**src/rtl/sseg_word_decoder_pkg.sv**
```systemverilog
// Shared definitions for the seven-segment word decoder: segment codes,
// error encodings and controller states.
package sseg_word_decoder_pkg;

    // Active-low patterns, bit order g,f,e,d,c,b,a.
    localparam logic [6:0] SEG_0 = 7'b1000000;
    localparam logic [6:0] SEG_1 = 7'b1111001;
    localparam logic [6:0] SEG_2 = 7'b0100100;
    localparam logic [6:0] SEG_3 = 7'b0110000;
    localparam logic [6:0] SEG_4 = 7'b0011001;
    localparam logic [6:0] SEG_5 = 7'b0010010;
    localparam logic [6:0] SEG_6 = 7'b0000010;
    localparam logic [6:0] SEG_7 = 7'b1111000;
    localparam logic [6:0] SEG_8 = 7'b0000000;
    localparam logic [6:0] SEG_9 = 7'b0010000;
    localparam logic [6:0] SEG_A = 7'b0001000;
    localparam logic [6:0] SEG_B = 7'b0000011;
    localparam logic [6:0] SEG_C = 7'b1000110;
    localparam logic [6:0] SEG_D = 7'b0100001;
    localparam logic [6:0] SEG_E = 7'b0000110;
    localparam logic [6:0] SEG_F = 7'b0001110;

    localparam logic [1:0] ERR_NONE    = 2'b00;
    localparam logic [1:0] ERR_PATTERN = 2'b01;
    localparam logic [1:0] ERR_TIMEOUT = 2'b10;

    typedef enum logic [1:0] {
        IDLE,
        COLLECT,
        DONE,
        ERR
    } state_t;

endpackage

```
**src/rtl/sseg_word_decoder_if.sv**
```systemverilog
// Digit stream in, assembled word and status out, for sseg_word_decoder.
interface sseg_word_decoder_if #(
    parameter int DIGITS = 4
);
    logic [6:0]          seg_in;
    logic                seg_valid;
    logic                sof;
    logic                word_ack;
    logic [4*DIGITS-1:0] word;
    logic                word_valid;
    logic                err;
    logic [1:0]          err_code;
    logic                overrun;
    logic                busy;

    modport master (
        output seg_in, seg_valid, sof, word_ack,
        input  word, word_valid, err, err_code, overrun, busy
    );

    modport slave (
        input  seg_in, seg_valid, sof, word_ack,
        output word, word_valid, err, err_code, overrun, busy
    );
endinterface

```
**src/rtl/sseg_word_decoder_decode.sv**
```systemverilog
// Combinational inverse of the hex-to-seven-segment encoder.
module sseg_decode
    import sseg_word_decoder_pkg::*;
(
    input  logic [6:0] seg_in,
    output logic [3:0] nibble,
    output logic       legal
);

    always_comb begin
        nibble = '0;
        legal  = 1'b1;
        case (seg_in)
            SEG_0:   nibble = 4'h0;
            SEG_1:   nibble = 4'h1;
            SEG_2:   nibble = 4'h2;
            SEG_3:   nibble = 4'h3;
            SEG_4:   nibble = 4'h4;
            SEG_5:   nibble = 4'h5;
            SEG_6:   nibble = 4'h6;
            SEG_7:   nibble = 4'h7;
            SEG_8:   nibble = 4'h8;
            SEG_9:   nibble = 4'h9;
            SEG_A:   nibble = 4'hA;
            SEG_B:   nibble = 4'hB;
            SEG_C:   nibble = 4'hC;
            SEG_D:   nibble = 4'hD;
            SEG_E:   nibble = 4'hE;
            SEG_F:   nibble = 4'hF;
            default: legal  = 1'b0;
        endcase
    end

endmodule

```
**src/rtl/sseg_word_decoder.sv**
```systemverilog
// Reassembles a stream of seven-segment digits (MSD first) into a word,
// with frame timeout, pattern checking and a valid/ack output handshake.
module sseg_word_decoder
    import sseg_word_decoder_pkg::*;
#(
    parameter int DIGITS  = 4,
    parameter int TIMEOUT = 1024
) (
    input  logic                 clk,
    input  logic                 reset,
    sseg_word_decoder_if.slave   bus
);

    localparam int W  = 4 * DIGITS;
    localparam int CW = $clog2(DIGITS + 1);
    localparam int TW = $clog2(TIMEOUT + 1);

    state_t         state_q, state_d;
    logic [W-1:0]   shift_q, shift_d;
    logic [W-1:0]   word_q, word_d;
    logic [CW-1:0]  cnt_q, cnt_d;
    logic [TW-1:0]  tcnt_q, tcnt_d;
    logic [1:0]     err_code_q, err_code_d;
    logic           overrun_q, overrun_d;
    logic [3:0]     nib;
    logic           legal;
    logic           take_sof;
    logic [W-1:0]   shift_next;

    sseg_decode u_decode (
        .seg_in (bus.seg_in),
        .nibble (nib),
        .legal  (legal)
    );

    assign shift_next = (shift_q << 4) | W'(nib);

    always_comb begin
        state_d    = state_q;
        shift_d    = shift_q;
        word_d     = word_q;
        cnt_d      = cnt_q;
        tcnt_d     = tcnt_q;
        err_code_d = err_code_q;
        overrun_d  = overrun_q;
        take_sof   = 1'b0;

        unique case (state_q)
            IDLE: take_sof = bus.seg_valid & bus.sof;
            COLLECT: begin
                if (bus.seg_valid && bus.sof) begin
                    take_sof = 1'b1;
                end else if (bus.seg_valid) begin
                    tcnt_d = '0;
                    if (!legal) begin
                        state_d    = ERR;
                        err_code_d = ERR_PATTERN;
                        cnt_d      = '0;
                    end else if (cnt_q == CW'(DIGITS - 1)) begin
                        word_d  = shift_next;
                        shift_d = shift_next;
                        cnt_d   = '0;
                        state_d = DONE;
                    end else begin
                        shift_d = shift_next;
                        cnt_d   = cnt_q + CW'(1);
                    end
                end else if (tcnt_q == TW'(TIMEOUT - 1)) begin
                    state_d    = ERR;
                    err_code_d = ERR_TIMEOUT;
                    tcnt_d     = '0;
                    cnt_d      = '0;
                end else begin
                    tcnt_d = tcnt_q + TW'(1);
                end
            end
            DONE, ERR: begin
                if (bus.word_ack) begin
                    state_d    = IDLE;
                    err_code_d = ERR_NONE;
                    take_sof   = bus.seg_valid & bus.sof;
                end else if (bus.seg_valid) begin
                    overrun_d = 1'b1;
                end
            end
            default: state_d = IDLE;
        endcase

        if (bus.word_ack) overrun_d = 1'b0;

        // A frame start is shared by IDLE, restart-in-COLLECT and ack-with-sof.
        if (take_sof) begin
            tcnt_d = '0;
            if (!legal) begin
                state_d    = ERR;
                err_code_d = ERR_PATTERN;
                cnt_d      = '0;
            end else begin
                shift_d = W'(nib);
                cnt_d   = CW'(1);
                if (DIGITS == 1) begin
                    word_d  = W'(nib);
                    cnt_d   = '0;
                    state_d = DONE;
                end else begin
                    state_d = COLLECT;
                end
            end
        end
    end

    always_ff @(posedge clk or negedge reset) begin
        if (!reset) begin
            state_q    <= IDLE;
            shift_q    <= '0;
            word_q     <= '0;
            cnt_q      <= '0;
            tcnt_q     <= '0;
            err_code_q <= ERR_NONE;
            overrun_q  <= 1'b0;
        end else begin
            state_q    <= state_d;
            shift_q    <= shift_d;
            word_q     <= word_d;
            cnt_q      <= cnt_d;
            tcnt_q     <= tcnt_d;
            err_code_q <= err_code_d;
            overrun_q  <= overrun_d;
        end
    end

    assign bus.word       = word_q;
    assign bus.word_valid = (state_q == DONE);
    assign bus.err        = (state_q == ERR);
    assign bus.err_code   = err_code_q;
    assign bus.overrun    = overrun_q;
    assign bus.busy       = (state_q == COLLECT);

endmodule

```
**src/flat_wrapper.sv**
```systemverilog
// flat-port wrapper written by rule: the top's interface ports become plain ports
module sseg_word_decoder_flat import sseg_word_decoder_pkg::*;
#(
    parameter int DIGITS  = 4,
    parameter int TIMEOUT = 1024
)
  (clk, reset, bus_seg_in, bus_seg_valid, bus_sof, bus_word_ack, bus_word, bus_word_valid, bus_err, bus_err_code, bus_overrun, bus_busy);
  sseg_word_decoder_if #(.DIGITS(DIGITS)) bus_i ();
  input  logic clk;
  input  logic reset;
  input wire logic [$bits(bus_i.seg_in)-1:0] bus_seg_in;
  input wire logic [$bits(bus_i.seg_valid)-1:0] bus_seg_valid;
  input wire logic [$bits(bus_i.sof)-1:0] bus_sof;
  input wire logic [$bits(bus_i.word_ack)-1:0] bus_word_ack;
  output wire logic [$bits(bus_i.word)-1:0] bus_word;
  output wire logic [$bits(bus_i.word_valid)-1:0] bus_word_valid;
  output wire logic [$bits(bus_i.err)-1:0] bus_err;
  output wire logic [$bits(bus_i.err_code)-1:0] bus_err_code;
  output wire logic [$bits(bus_i.overrun)-1:0] bus_overrun;
  output wire logic [$bits(bus_i.busy)-1:0] bus_busy;
  assign bus_i.seg_in = bus_seg_in;
  assign bus_i.seg_valid = bus_seg_valid;
  assign bus_i.sof = bus_sof;
  assign bus_i.word_ack = bus_word_ack;
  assign bus_word = bus_i.word;
  assign bus_word_valid = bus_i.word_valid;
  assign bus_err = bus_i.err;
  assign bus_err_code = bus_i.err_code;
  assign bus_overrun = bus_i.overrun;
  assign bus_busy = bus_i.busy;
  sseg_word_decoder #(.DIGITS(DIGITS), .TIMEOUT(TIMEOUT)) u_core (.clk(clk), .reset(reset), .bus(bus_i));
endmodule
```
**config.mk**
```make
export PLATFORM = sky130hd
export DESIGN_NAME = sseg_word_decoder_flat
export DESIGN_NICKNAME = d
export VERILOG_FILES = /design/src/rtl/sseg_word_decoder_pkg.sv /design/src/rtl/sseg_word_decoder_if.sv /design/src/rtl/sseg_word_decoder_decode.sv /design/src/rtl/sseg_word_decoder.sv /design/src/flat_wrapper.sv
export SDC_FILE = /design/constraint.sdc
export NUM_CORES = 1
export LEC_CHECK = 0
export CAP_MARGIN = 20
export CORE_MARGIN = 2
export CORE_UTILIZATION = 48
export DETAILED_ROUTE_END_ITERATION = 10
export HOLD_SLACK_MARGIN = 0.06
export PLACE_DENSITY = 0.74
export SYNTH_ARGS = -nofsm -noshare
export SYNTH_HDL_FRONTEND = slang
export SYNTH_SLANG_ARGS = --single-unit
```
**constraint.sdc**
```tcl
create_clock -name clk -period 4.1 [get_ports clk]
set_input_delay 0.615 -clock clk [delete_from_list [all_inputs] [get_ports clk]]
set_output_delay 0.615 -clock clk [all_outputs]
set_load 0.05 [all_outputs]
```
---- Word-level counts from Yosys, hierarchy flattened ----
Index checks and enable logic that the tools add are counted.
word-level totals
  register bits ........................... 51
  output and inout port bits .............. 22
  input port bits ......................... 12
cells by class
  multiplexer cells ....................... 44
  $add $sub $neg .......................... 2
  eq/ne operators ......................... 25
  bitwise logic cells ..................... 3
  reduce and logical (&&, ||, !) cells .... 15
operators with widths
  operator                                                                 number
  16-bit two-way mux                                                       6
  4-bit one-hot mux with 15 select lines                                   1
  11-bit two-way mux                                                       5
  2-bit two-way mux                                                        15
  7-bit equality test, second input constant                               4
  7-bit by 5-bit equality test with 1-bit output, second input constant    3
  7-bit by 6-bit equality test with 1-bit output, second input constant    3
  3-bit two-way mux                                                        7
  16-bit by 4-bit OR with 16-bit output                                    1
  16-bit OR reduction                                                      1
  7-bit by 2-bit equality test with 1-bit output, second input constant    2
  7-bit by 4-bit equality test with 1-bit output, second input constant    2
  11-bit by 1-bit adder with 11-bit output, second input constant          1
  11-bit by 10-bit equality test with 1-bit output, second input constant  1
  5-bit AND reduction                                                      2
  2-bit one-hot mux with 2 select lines                                    2
  7-bit by 3-bit equality test with 1-bit output, second input constant    1
  7-bit logical NOT                                                        1
  1-bit two-way mux                                                        7
  3-bit by 2-bit != test with 1-bit output, second input constant          2
  2-bit nonzero test                                                       3
  3-bit nonzero test                                                       2
  5-bit != test, second input constant                                     1
  2-bit equality test, second input constant                               2
  13 further kinds                                                         14

---- Depth between registers and ports, before layout ----
Gate-level depths: netlist of run 1.
  depth in word-level cells ............... 9
  depth in mapped cells ................... 8
  depth with buffers taken out ............ 6

---- Modules after synthesis ----
From an unflattened synthesis of run 1, not the netlist that was laid out.
second synthesis, totals
  cell total of the unflattened synthesis .. 250
  area, all modules ....................... 2,586.2 µm²
modules (own cells, without submodules)
  module             area each (µm²)  cells each  instances
  sseg_word_decoder  2,193.4          187         1
  sseg_decode        392.9            63          1

---- Least setup slack after synthesis of run 1 ----
OpenSTA, ideal clock, no wires.
  path kind ............................... input to register
  start ................................... in bus_seg_in[2]
  end ..................................... reg u_core.word_q[10], in the netlist u_core.bus.word[10]
  data required time ...................... 3.975 ns
  buffers on the path ..................... 1
  setup time .............................. 0.125 ns
  stages on the path ...................... 6
  slack ................................... 1.538 ns
  data arrival time ....................... 2.437 ns
  path through ............................ or4b_2 o311a_2 o211a_4 a31oi_4 buf_12 mux2_4
between the ends
  cells in the longest elaborated chain, start to end .. 4
  elaborated cells on any way between the ends .. 19
RTL lines
  item                                                                          line                            source
  start: declaration                                                            flat_wrapper.sv:11              input wire logic [$bits(bus_i.seg_in)-1:0] bus_seg_in;
  7-bit by 4-bit equality test with 1-bit output, or another cell as far along  sseg_word_decoder_decode.sv:13  case (seg_in)
  16-bit OR reduction (no line) (*)                                             --
  1-bit two-way mux (*)                                                         sseg_word_decoder_decode.sv:13
  5-bit AND reduction (no line) (*)                                             --
  end signal: assignment                                                        sseg_word_decoder.sv:124        word_q <= word_d;
  end: declaration                                                              sseg_word_decoder.sv:20         logic [W-1:0] word_q, word_d;
Mark *: on every way between the ends. The rest lies on a longest branch, timed or not.
A chain may end at the register's enable or synchronous reset.

---- Worst setup path in the final report of run 1 ----
  start ................................... in bus_seg_in[3]
  end ..................................... reg u_core.word_q[7], in the netlist u_core.bus.word[7]
Same word-level chain as after synthesis.

==> results.json, run 1 <==
{
  "crit_path_end_kind": "register",
  "path_cells": "clkdlybuf4s50_1 -> or4b_2 -> o311a_2 -> o211a_4 -> a31oi_4 -> mux2_2",
  "final.fill_count": 434,
  "critPathLaunch": "bus_seg_in[3]",
  "clockPowerShare_pct": 32.1,
  "dp.final_hpwl_um": 3369,
  "power.static_leakage_nw": 1.206,
  "cts_resized": 0,
  "globalplace.congestion": 0.8191,
  "max-slew-margin-rel_pct": 39.41,
  "count_of_flip_flops_with_a_built_in_enable_after_synthesis": 0,
  "critPathArrivalTime_ns": 3.39,
  "synth_warnings": 0,
  "grt_setup_unrepaired": "false",
  "setup_fix_bufs_post_cts": 0,
  "vdd_ir_drop_max_mv": 0.1991,
  "placeableCoreArea_um2": 4817,
  "diodes": 0,
  "wl_per_cell_um": 14.67,
  "power.share.combinational_pct": 18.1,
  "detail_route.first_pass.iterations": 4,
  "tightest_slew_ns": 0.8971,
  "p_switching_mw": 0.3193,
  "dr_total_vias": 1849,
  "cts_tree": "built",
  "yosysSeqAreaShare_pct": 48.16,
  "p_sw_share_pct": 29.65,
  "design.die.area_um2": 5675,
  "fmax_mhz": 312.1,
  "core.rowCount": 25,
  "placedInstanceArea_um2": 2798,
  "clk_pin_slew_ns": 0.09,
  "global_route_wire_length_before_repair_um": 8073,
  "fin_tns_setup_ns": 0,
  "buffer_cell_driving_the_clock_tree_root": "sky130_fd_sc_hd__clkbuf_8",
  "drcViolationCount": 0,
  "critPathTopFamily": "compound AO/OA/AOI/OAI gates",
  "layout.cells.most_common": "sky130_fd_sc_hd__dfrtp_1",
  "average_instance_area_after_synthesis_um2": 10.67,
  "avgViaCountPerCell": 5.637,
  "stdcell_area_um2": 2913,
  "drv.max_cap_violation_count": 0,
  "mappedNetlistNets": 243,
  "synth-async-reset-ratio_pct": 100.0,
  "start_util_pct": 50.70,
  "cp-start-kind": "input pin",
  "clkSinkCount": 47,
  "critical-path-max-stage-delay_ns": 0.71,
  "number_of_global_route_vias_before_repair": 1677,
  "critPathRequiredTime_ns": 4.28,
  "synthesis.instances": 229,
  "synth-seq-cells": 47,
  "setup_slack_ns": 0.8963,
  "mostFrequentLayoutCells": "sky130_fd_sc_hd__dfrtp_1 (47), sky130_fd_sc_hd__clkdlybuf4s50_1 (32), sky130_fd_sc_hd__nor2_1 (20)",
  "hold_violations": 0,
  "post_drt_antenna_nets": 0,
  "grt_max_degree": 48,
  "top_reg_cell_synth": "sky130_fd_sc_hd__dfrtp_1",
  "clock_latency_ns": 0.30,
  "share_seq_of_total_power_pct": 49.8,
  "crit_fanout": 15,
  "timing.hold.worst.class": "input pin to async pin",
  "detail_route.wirelength_um": 4811,
  "internal_power_mw": 0.7577,
  "dp_worst_setup_slack_ns": 0.5899,
  "cts_hold_buf": 0,
  "critical_path.reg2reg.startpoint": "u_core.state_q[1]",
  "die_height_um": 75.33,
  "antenna_violations_before_repair": 0,
  "cts_buffers": 5,
  "synth_cell_types": 54,
  "setup_viol_count_final": 0,
  "fin_worst_skew_ns": 0.007888,
  "finalCriticalPeriod_ns": 3.204,
  "mappedNetlistArea_um2": 2442,
  "grt_overflow": 0,
  "cts.path.max_buffers": 2,
  "status": "complete, no violations",
  "slew_viol_final": 0,
  "cts.htree.levels": 2,
  "drive_gt1_share_pct": 12.26,
  "cp_num_buf_inv": 1,
  "overall_global_routing_resource_usage_pct": 18.44,
  "critPathKind": "input pin to register",
  "area_growth_pct": 19.26,
  "cellPowerDensity_nw_per_um2": 369.7,
  "numPortBuffers": 33,
  "layout_worst_path_cycle_share_pct": 78.14,
  "final_nets": 274,
  "drt_iter0_drc": 102,
  "io_pins": 34,
  "critical-path-slowest-cell": "sky130_fd_sc_hd__clkdlybuf4s50_1",
  "fp.dieW_um": 75.33
}
[sequential cells by signal (all words and copies together), names as in the netlist]
signal and flops:
u_core.cnt_q 3, u_core.bus.word 16, u_core.bus.err_code 2, u_core.tcnt_q 11, u_core.bus.overrun 1, u_core.shift_q 12
u_core.state_q 2
[worst reg2reg max path: cells and delay by family (launching register included)]
family | cells | cell delay (ns)
simple gates | 3 | 1.06
mux | 1 | 0.41
compound gates | 1 | 0.56
flops | 1 | 0.47
[final timing paths]
kind | cells after the start | to | slack (ns)
worst max-delay path | 6 | u_core.bus.word[7] | 0.90
worst min-delay path | 2 | u_core.bus.word[3] | 0.40
worst max register to register | 5 | u_core.bus.word[7] | 1.50
worst min register to register | 2 | u_core.bus.overrun | 0.51
max in group asynchronous | 2 | u_core.bus.word[1] | 3.31
min in group clk | 2 | u_core.bus.overrun | 0.51
[synth_stat cells, drive strengths merged, types with 3 or more instances]
library cell	count	area (um^2)
dfrtp	47	1176
nor2	20	75.07
a22o	13	113.9
mux2	13	176.4
a21oi	12	60.06
nand2	11	41.29
nand3	10	50.05
inv	8	30.03
buf	7	50.05
o21ai	7	35.03
nor3	6	30.03
xnor2	6	52.55
and2	4	25.02
nand2b	4	25.02
nor2b	4	25.02
nor4	4	25.02
o22ai	4	25.02
clkbuf	3	11.26
o211ai	3	22.52
[area by class of cell]
| class | instances | area [um^2] | share of cell area [%] |
|---|---|---|---|
| Clock buffer | 5 | 68.82 | 2.363 |
| Multi-Input combinational cell | 163 | 1171 | 40.21 |
| Tap cell | 67 | 83.83 | 2.878 |
| Sequential cell | 47 | 1176 | 40.38 |
| Clock inverter | 3 | 46.29 | 1.589 |
| Inverter | 9 | 33.78 | 1.160 |
| Timing Repair Buffer | 34 | 332.8 | 11.43 |
[routing by layer]
metal / vias to the layer above / track usage [%] / share of wire (%)
met2: 32 / 27.63 / 44
met1: 891 / 27.73 / 51
met3: 4 / 3.175 / 3.0
met5: - / 0 / 0
li1: 922 / - / -
met4: 0 / 5.263 / 1.2
[power groups by stage]
stage	Combinational [mW]	Clock [mW]	Sequential (mW)
after global routing	0.211	0.375	0.542
after floorplan	0.120	0	0.548
after CTS	0.196	0.354	0.536
after detailed placement	0.195	0	0.544
final	0.195	0.345	0.537
after global placement	0.193	0	0.544
[cell families (layout without fill, tap and decap cells)]
family,after synthesis,count (layout),synth area share (%)
xor gates and xnor gates,6,6,2.152
and+or+nand+nor,80,80,17.52
adders and majority gates,2,2,1.024
muxes,15,15,8.043
buffers and inverters,19,51,3.893
DFF,47,47,48.16
AOI/OAI and AO/OA,60,60,19.21
[metrics by stage]
stage	util (%)	instances	total power, mW	hold WS, ns
2_1_floorplan	-	229	0.6687	0.3194
3_3_place_gp	58.08	320	0.7363	0.4807
3_5_place_dp	58.08	320	0.7394	0.4916
4_1_cts	60.47	328	1.085	0.4192
5_1_grt	60.47	328	1.129	0.4454
6_report	60.47	328	1.077	0.3959
Power figures use the tool's default switching activity.
==> run 2, diff against run 1 <==
==> constraint.sdc (replaced) <==
create_clock -name clk -period 3.23 [get_ports clk]
set_input_delay 0.4845 -clock clk [delete_from_list [all_inputs] [get_ports clk]]
set_output_delay 0.4845 -clock clk [all_outputs]
set_load 0.05 [all_outputs]
==> run 2 against run 1 <==
Against the previous run: sequential share of layout area fell by 0.90 points; non-clock buffer count rose by 8; first-iteration DRC count did not move; register-to-register slack got worse by 0.64 ns; die area did not move; wire length rose by 5.2%; sequential power rose by 27%; total power rose by 20%; clock power rose by 3%; worst hold slack improved by 0.12 ns; critical path depth rose by 2; critical path type unchanged; critical endpoint is now u_core.bus.word[5]; largest cell class unchanged; largest power group unchanged; highest routed layer unchanged.
==> results.json, run 2 (same netlist as run 1, synthesis figures left out) <==
{
  "status": "complete, no violations",
  "cts_tree": "built",
  "worstSetupEndpoint": "u_core.bus.word[5]",
  "antenna_violations_before_repair": 0,
  "p_sw_share_pct": 31.13,
  "drcViolationCount": 0,
  "dr_total_vias": 1936,
  "post_drt_antenna_nets": 0,
  "cts_buffers": 5,
  "detail_route.first_pass.iterations": 4,
  "number_of_cell_instances_on_the_worst_register_to_register_path": 6,
  "start_util_pct": 50.70,
  "wl_met2_um": 2414,
  "global_route_wire_length_before_repair_um": 8825,
  "grt_max_degree": 48,
  "vdd_ir_drop_max_mv": 0.2179,
  "number_of_global_route_vias_before_repair": 1818,
  "dp_worst_setup_slack_ns": 0.3223,
  "internal_power_mw": 0.8907,
  "critPathRequiredTime_ns": 3.41,
  "cts_resized": 0,
  "finalCriticalPeriod_ns": 2.588,
  "die_height_um": 75.33,
  "globalplace.congestion": 0.8556,
  "power.share.combinational_pct": 20.1,
  "clockPowerShare_pct": 27.3,
  "cp-start-kind": "input pin",
  "setup_slack_ns": 0.6419,
  "critical_path.reg2reg.startpoint": "u_core.state_q[1]",
  "clkSinkCount": 47,
  "layout_worst_path_cycle_share_pct": 80.13,
  "met3_wirelength_um": 171,
  "cts.path.max_buffers": 2,
  "cellPowerDensity_nw_per_um2": 434.1,
  "layout.cells.most_common": "sky130_fd_sc_hd__dfrtp_1",
  "r2r_setup_slack_ns": 0.86,
  "overall_global_routing_resource_usage_pct": 20.15,
  "crit_path_end_kind": "register",
  "diodes": 0,
  "hold-path-cell-count": 1,
  "detail_route.wirelength_um": 5063,
  "power.static_leakage_nw": 1.242,
  "design.die.area_um2": 5675,
  "final_nets": 282,
  "critPathLaunch": "bus_seg_in[1]",
  "setup_viol_count_final": 0,
  "dp.final_hpwl_um": 3641,
  "timing.hold.worst.class": "register to register",
  "max-slew-margin-rel_pct": 51.24,
  "grt_setup_unrepaired": "false",
  "drv.max_cap_violation_count": 0,
  "fin_tns_setup_ns": 0,
  "timing.rr.end": "u_core.bus.word[5]",
  "io_pins": 34,
  "critPathKind": "input pin to register",
  "avgViaCountPerCell": 5.762,
  "cts.htree.levels": 2,
  "top_layer": "met4",
  "critPathArrivalTime_ns": 2.77,
  "clock_latency_ns": 0.29,
  "wl_per_cell_um": 15.07,
  "buffer_cell_driving_the_clock_tree_root": "sky130_fd_sc_hd__clkbuf_8",
  "drive_gt1_share_pct": 14.50,
  "mostFrequentLayoutCells": "sky130_fd_sc_hd__dfrtp_1 (47), sky130_fd_sc_hd__clkdlybuf4s50_1 (32), sky130_fd_sc_hd__nor2_1 (20)",
  "number_of_flip_flops_under_the_largest_register_name": 16,
  "crit_fanout": 15,
  "slew_viol_final": 0,
  "tightest_slew_ns": 0.7314,
  "clk_pin_slew_ns": 0.09,
  "wirelength_met1_um": 2443,
  "area_growth_pct": 21.98,
  "p_switching_mw": 0.4026,
  "fin_worst_hold_slack_ns": 0.5115,
  "grt_overflow": 0,
  "fmax_mhz": 386.4,
  "fin_worst_skew_ns": 0.004647,
  "placeableCoreArea_um2": 4817,
  "share_seq_of_total_power_pct": 52.6,
  "fp.dieW_um": 75.33,
  "hold_violations": 0,
  "numPortBuffers": 33,
  "core.rowCount": 25,
  "drt_iter0_drc": 102
}
run 2: final cells by class:
cell class | count | area, um^2
flip-flops and latches | 47 | 1176
clock inverters | 3 | 25.02
clock buffers | 5 | 68.82
well taps | 67 | 83.83
repair buffers | 42 | 420.4
inverters | 9 | 33.78
multi-input cells | 163 | 1171
fillers | 405 | 1838
run 2: worst min path at each step:
stage	start	end	slack, ns
after global routing	u_core.bus.word[12]	u_core.bus.word[12]	0.54
after floorplan	reset	u_core.bus.err_code[0]	0.19
after detailed placement	u_core.bus.word[15]	u_core.bus.word[15]	0.50
after CTS	reset	u_core.bus.word[0]	0.39
after global placement	u_core.bus.overrun	u_core.bus.overrun	0.48
final	u_core.tcnt_q[4]	u_core.tcnt_q[4]	0.51
run 2: critical path, cell delays in order:
cell and delay, ns:
sky130_fd_sc_hd__clkdlybuf4s50_1 0.44, sky130_fd_sc_hd__buf_4 0.18, sky130_fd_sc_hd__or3b_2 0.48, sky130_fd_sc_hd__o22a_1 0.27, sky130_fd_sc_hd__o211a_4 0.18, sky130_fd_sc_hd__a31oi_4 0.20
sky130_fd_sc_hd__buf_12 0.18, sky130_fd_sc_hd__mux2_2 0.34
run 2: through the flow:
step	total power, mW	cells	area [um^2]	utilization (%)
floorplan	0.8489	229	2442	-
detailed placement	0.9464	326	2855	59.27
CTS	1.306	334	2949	61.22
finish	1.293	336	2979	61.84
global route	1.374	336	2979	61.84
global placement	0.9406	326	2855	59.27
run 2: repair_timing:
item	in CTS	in global routing
hold endpoints to repair	0	8
hold buffers	0	1
buffers inserted	0	0
run 2: power by group through the flow:
| stage | combinational [mW] | sequential [mW] | clock [mW] |
|---|---|---|---|
| 6_report | 0.260 | 0.680 | 0.354 |
| 5_1_grt | 0.285 | 0.686 | 0.403 |
| 4_1_cts | 0.257 | 0.679 | 0.371 |
| 3_5_place_dp | 0.256 | 0.691 | 0 |
| 3_3_place_gp | 0.251 | 0.689 | 0 |
| 2_1_floorplan | 0.153 | 0.696 | 0 |
run 2: layer usage:
layer	GRT usage [%]	vias up
met5	0	-
met4	5.263	0
met3	3.307	2
met2	29.95	36
met1	30.74	964
li1	-	934
==> run 3, diff against run 2 <==
==> constraint.sdc (replaced) <==
create_clock -name clk -period 2.4 [get_ports clk]
set_input_delay 0.36 -clock clk [delete_from_list [all_inputs] [get_ports clk]]
set_output_delay 0.36 -clock clk [all_outputs]
set_load 0.05 [all_outputs]
==> run 3 against run 2 <==
Against the previous run: final cell count is 10% higher; setup slack worse by 0.56 ns; total power is 41% higher; sequential share of layout area is 3.8 points lower.
==> results.json, run 3 (same netlist as run 1, synthesis figures left out) <==
{
  "fin_tns_setup_ns": 0,
  "cts_buffers": 5,
  "layout.cells.most_common": "sky130_fd_sc_hd__dfrtp_1",
  "clock_latency_ns": 0.30,
  "cts_tree": "built",
  "die_height_um": 75.33,
  "overall_global_routing_resource_usage_pct": 21.21,
  "crit_fanout": 7,
  "avgViaCountPerCell": 5.543,
  "stdcell_area_um2": 3292,
  "path_cells": "clkdlybuf4s50_1 -> buf_4 -> or4b_1 -> o22a_1 -> o211a_4 -> a31oi_4 -> clkbuf_16 -> mux2_4",
  "non_filler_cells_final": 370,
  "tightest_slew_ns": 0.5025,
  "critical_path.reg2reg.startpoint": "u_core.state_q[0]",
  "r2r_setup_slack_ns": 0.33,
  "dr_total_vias": 2051,
  "status": "complete, no violations",
  "slew_viol_final": 0,
  "detail_route.first_pass.iterations": 4,
  "clkSinkCount": 47,
  "wl_per_cell_um": 14.90,
  "critPathRequiredTime_ns": 2.60,
  "post_drt_antenna_nets": 0,
  "placeableCoreArea_um2": 4817,
  "max-slew-margin-rel_pct": 66.39,
  "vdd_ir_drop_max_mv": 0.2666,
  "critPathLaunch": "bus_seg_in[3]",
  "critPathArrivalTime_ns": 2.52,
  "critical-path-max-stage-delay_ns": 0.47,
  "grt_max_degree": 22,
  "timing.hold.worst.class": "input pin to async pin",
  "critPathKind": "input pin to register",
  "core.rowCount": 25,
  "finalCriticalPeriod_ns": 2.322,
  "dp.final_hpwl_um": 4004,
  "setup_viol_count_final": 0,
  "start_util_pct": 50.70,
  "cts.htree.levels": 2,
  "mostFrequentLayoutCells": "sky130_fd_sc_hd__dfrtp_1 (47), sky130_fd_sc_hd__buf_4 (37), sky130_fd_sc_hd__clkdlybuf4s50_1 (29)",
  "cellPowerDensity_nw_per_um2": 554.5,
  "p_total_mw": 1.825,
  "layout_worst_path_cycle_share_pct": 96.76,
  "globalplace.congestion": 0.8911,
  "cp-start-kind": "input pin",
  "fin_worst_skew_ns": 0.01009,
  "power.static_leakage_nw": 1.450,
  "drt_iter0_drc": 95,
  "timing.rr.end": "u_core.bus.word[9]",
  "drv.max_cap_violation_count": 0,
  "final_nets": 316,
  "placed_cells": 359,
  "placedInstanceArea_um2": 3103,
  "buffer_cell_driving_the_clock_tree_root": "sky130_fd_sc_hd__clkbuf_8",
  "fp.dieW_um": 75.33,
  "grt_setup_unrepaired": "false",
  "clk_pin_slew_ns": 0.10,
  "detail_route.wirelength_um": 5512,
  "cts.path.max_buffers": 2,
  "drive_gt1_share_pct": 25.08,
  "fmax_mhz": 430.6,
  "numPortBuffers": 33,
  "global_route_wire_length_before_repair_um": 9287,
  "drcViolationCount": 0,
  "design.die.area_um2": 5675,
  "area_growth_pct": 34.78,
  "crit_path_end_kind": "register",
  "diodes": 0,
  "antenna_violations_before_repair": 0,
  "io_pins": 34,
  "number_of_flip_flops_under_the_largest_register_name": 16,
  "hold_violations": 0,
  "number_of_cell_instances_on_the_worst_register_to_register_path": 6,
  "number_of_global_route_vias_before_repair": 1983,
  "critical-path-slowest-cell": "sky130_fd_sc_hd__or4b_1",
  "grt_overflow": 0
}
run 3: layer usage:
metal | global-route usage (%) | up-vias | routed length [um]
li1 | - | 997 | -
met1 | 30.68 | 1012 | 2531
met2 | 33.62 | 40 | 2777
met3 | 2.778 | 2 | 169
met4 | 6.238 | 0 | 34
met5 | 0 | - | 0
run 3: worst max-delay path by stage:
| stage | endpoint | depth (start not counted) |
|---|---|---|
| 2_1_floorplan | u_core.bus.word[10] | 6 |
| 3_5_place_dp | u_core.bus.word[2] | 7 |
| 5_1_grt | u_core.shift_q[7] | 8 |
| 6_report | u_core.bus.word[9] | 8 |
| 4_1_cts | u_core.bus.word[2] | 7 |
| 3_3_place_gp | u_core.bus.word[6] | 7 |
run 3: what timing repair did:
item                                    in CTS  in global routing
endpoints found under the setup margin       2                 27
cloned                                       0                  1
pin swaps                                    0                  3
gates resized for setup                      1                 11
hold buffers                                 1                  0
hold endpoints to repair                    11                  0
setup buffers                                0                  1
run 3: power breakdown:
| group | switching, mW | total (mW) | internal (mW) |
|---|---|---|---|
| Clock | 0.289 | 0.505 | 0.216 |
| Sequential | 0.0566 | 0.912 | 0.855 |
| Combinational | 0.231 | 0.409 | 0.178 |
run 3: final cells by class:
cell class / count / area (um^2)
timing repair buffer: 76 / 699.4
inverter: 9 / 33.78
tap: 67 / 83.83
multi-input combinational: 163 / 1202
sequential: 47 / 1176
clock inverter: 3 / 27.53
clock buffer: 5 / 68.82
fill: 386 / 1525
run 3: critical path: cells and delay by family:
| kind | cells | cell delay (ns) |
|---|---|---|
| buf+inv | 3 | 0.77 |
| compound gates | 3 | 0.64 |
| mux | 1 | 0.29 |
| simple gates | 1 | 0.47 |
run 3: metrics by stage:
stage / util, % / hold slack, ns / setup slack, ns
4_1_cts: 66.83 / 0.4759 / 0.004450
3_5_place_dp: 64.42 / 0.2678 / -0.3156
2_1_floorplan: - / 0.06441 / 0.09314
3_3_place_gp: 64.42 / 0.2659 / -0.2933
5_1_grt: 68.34 / 0.5161 / 0.005014
6_report: 68.34 / 0.4732 / 0.07767
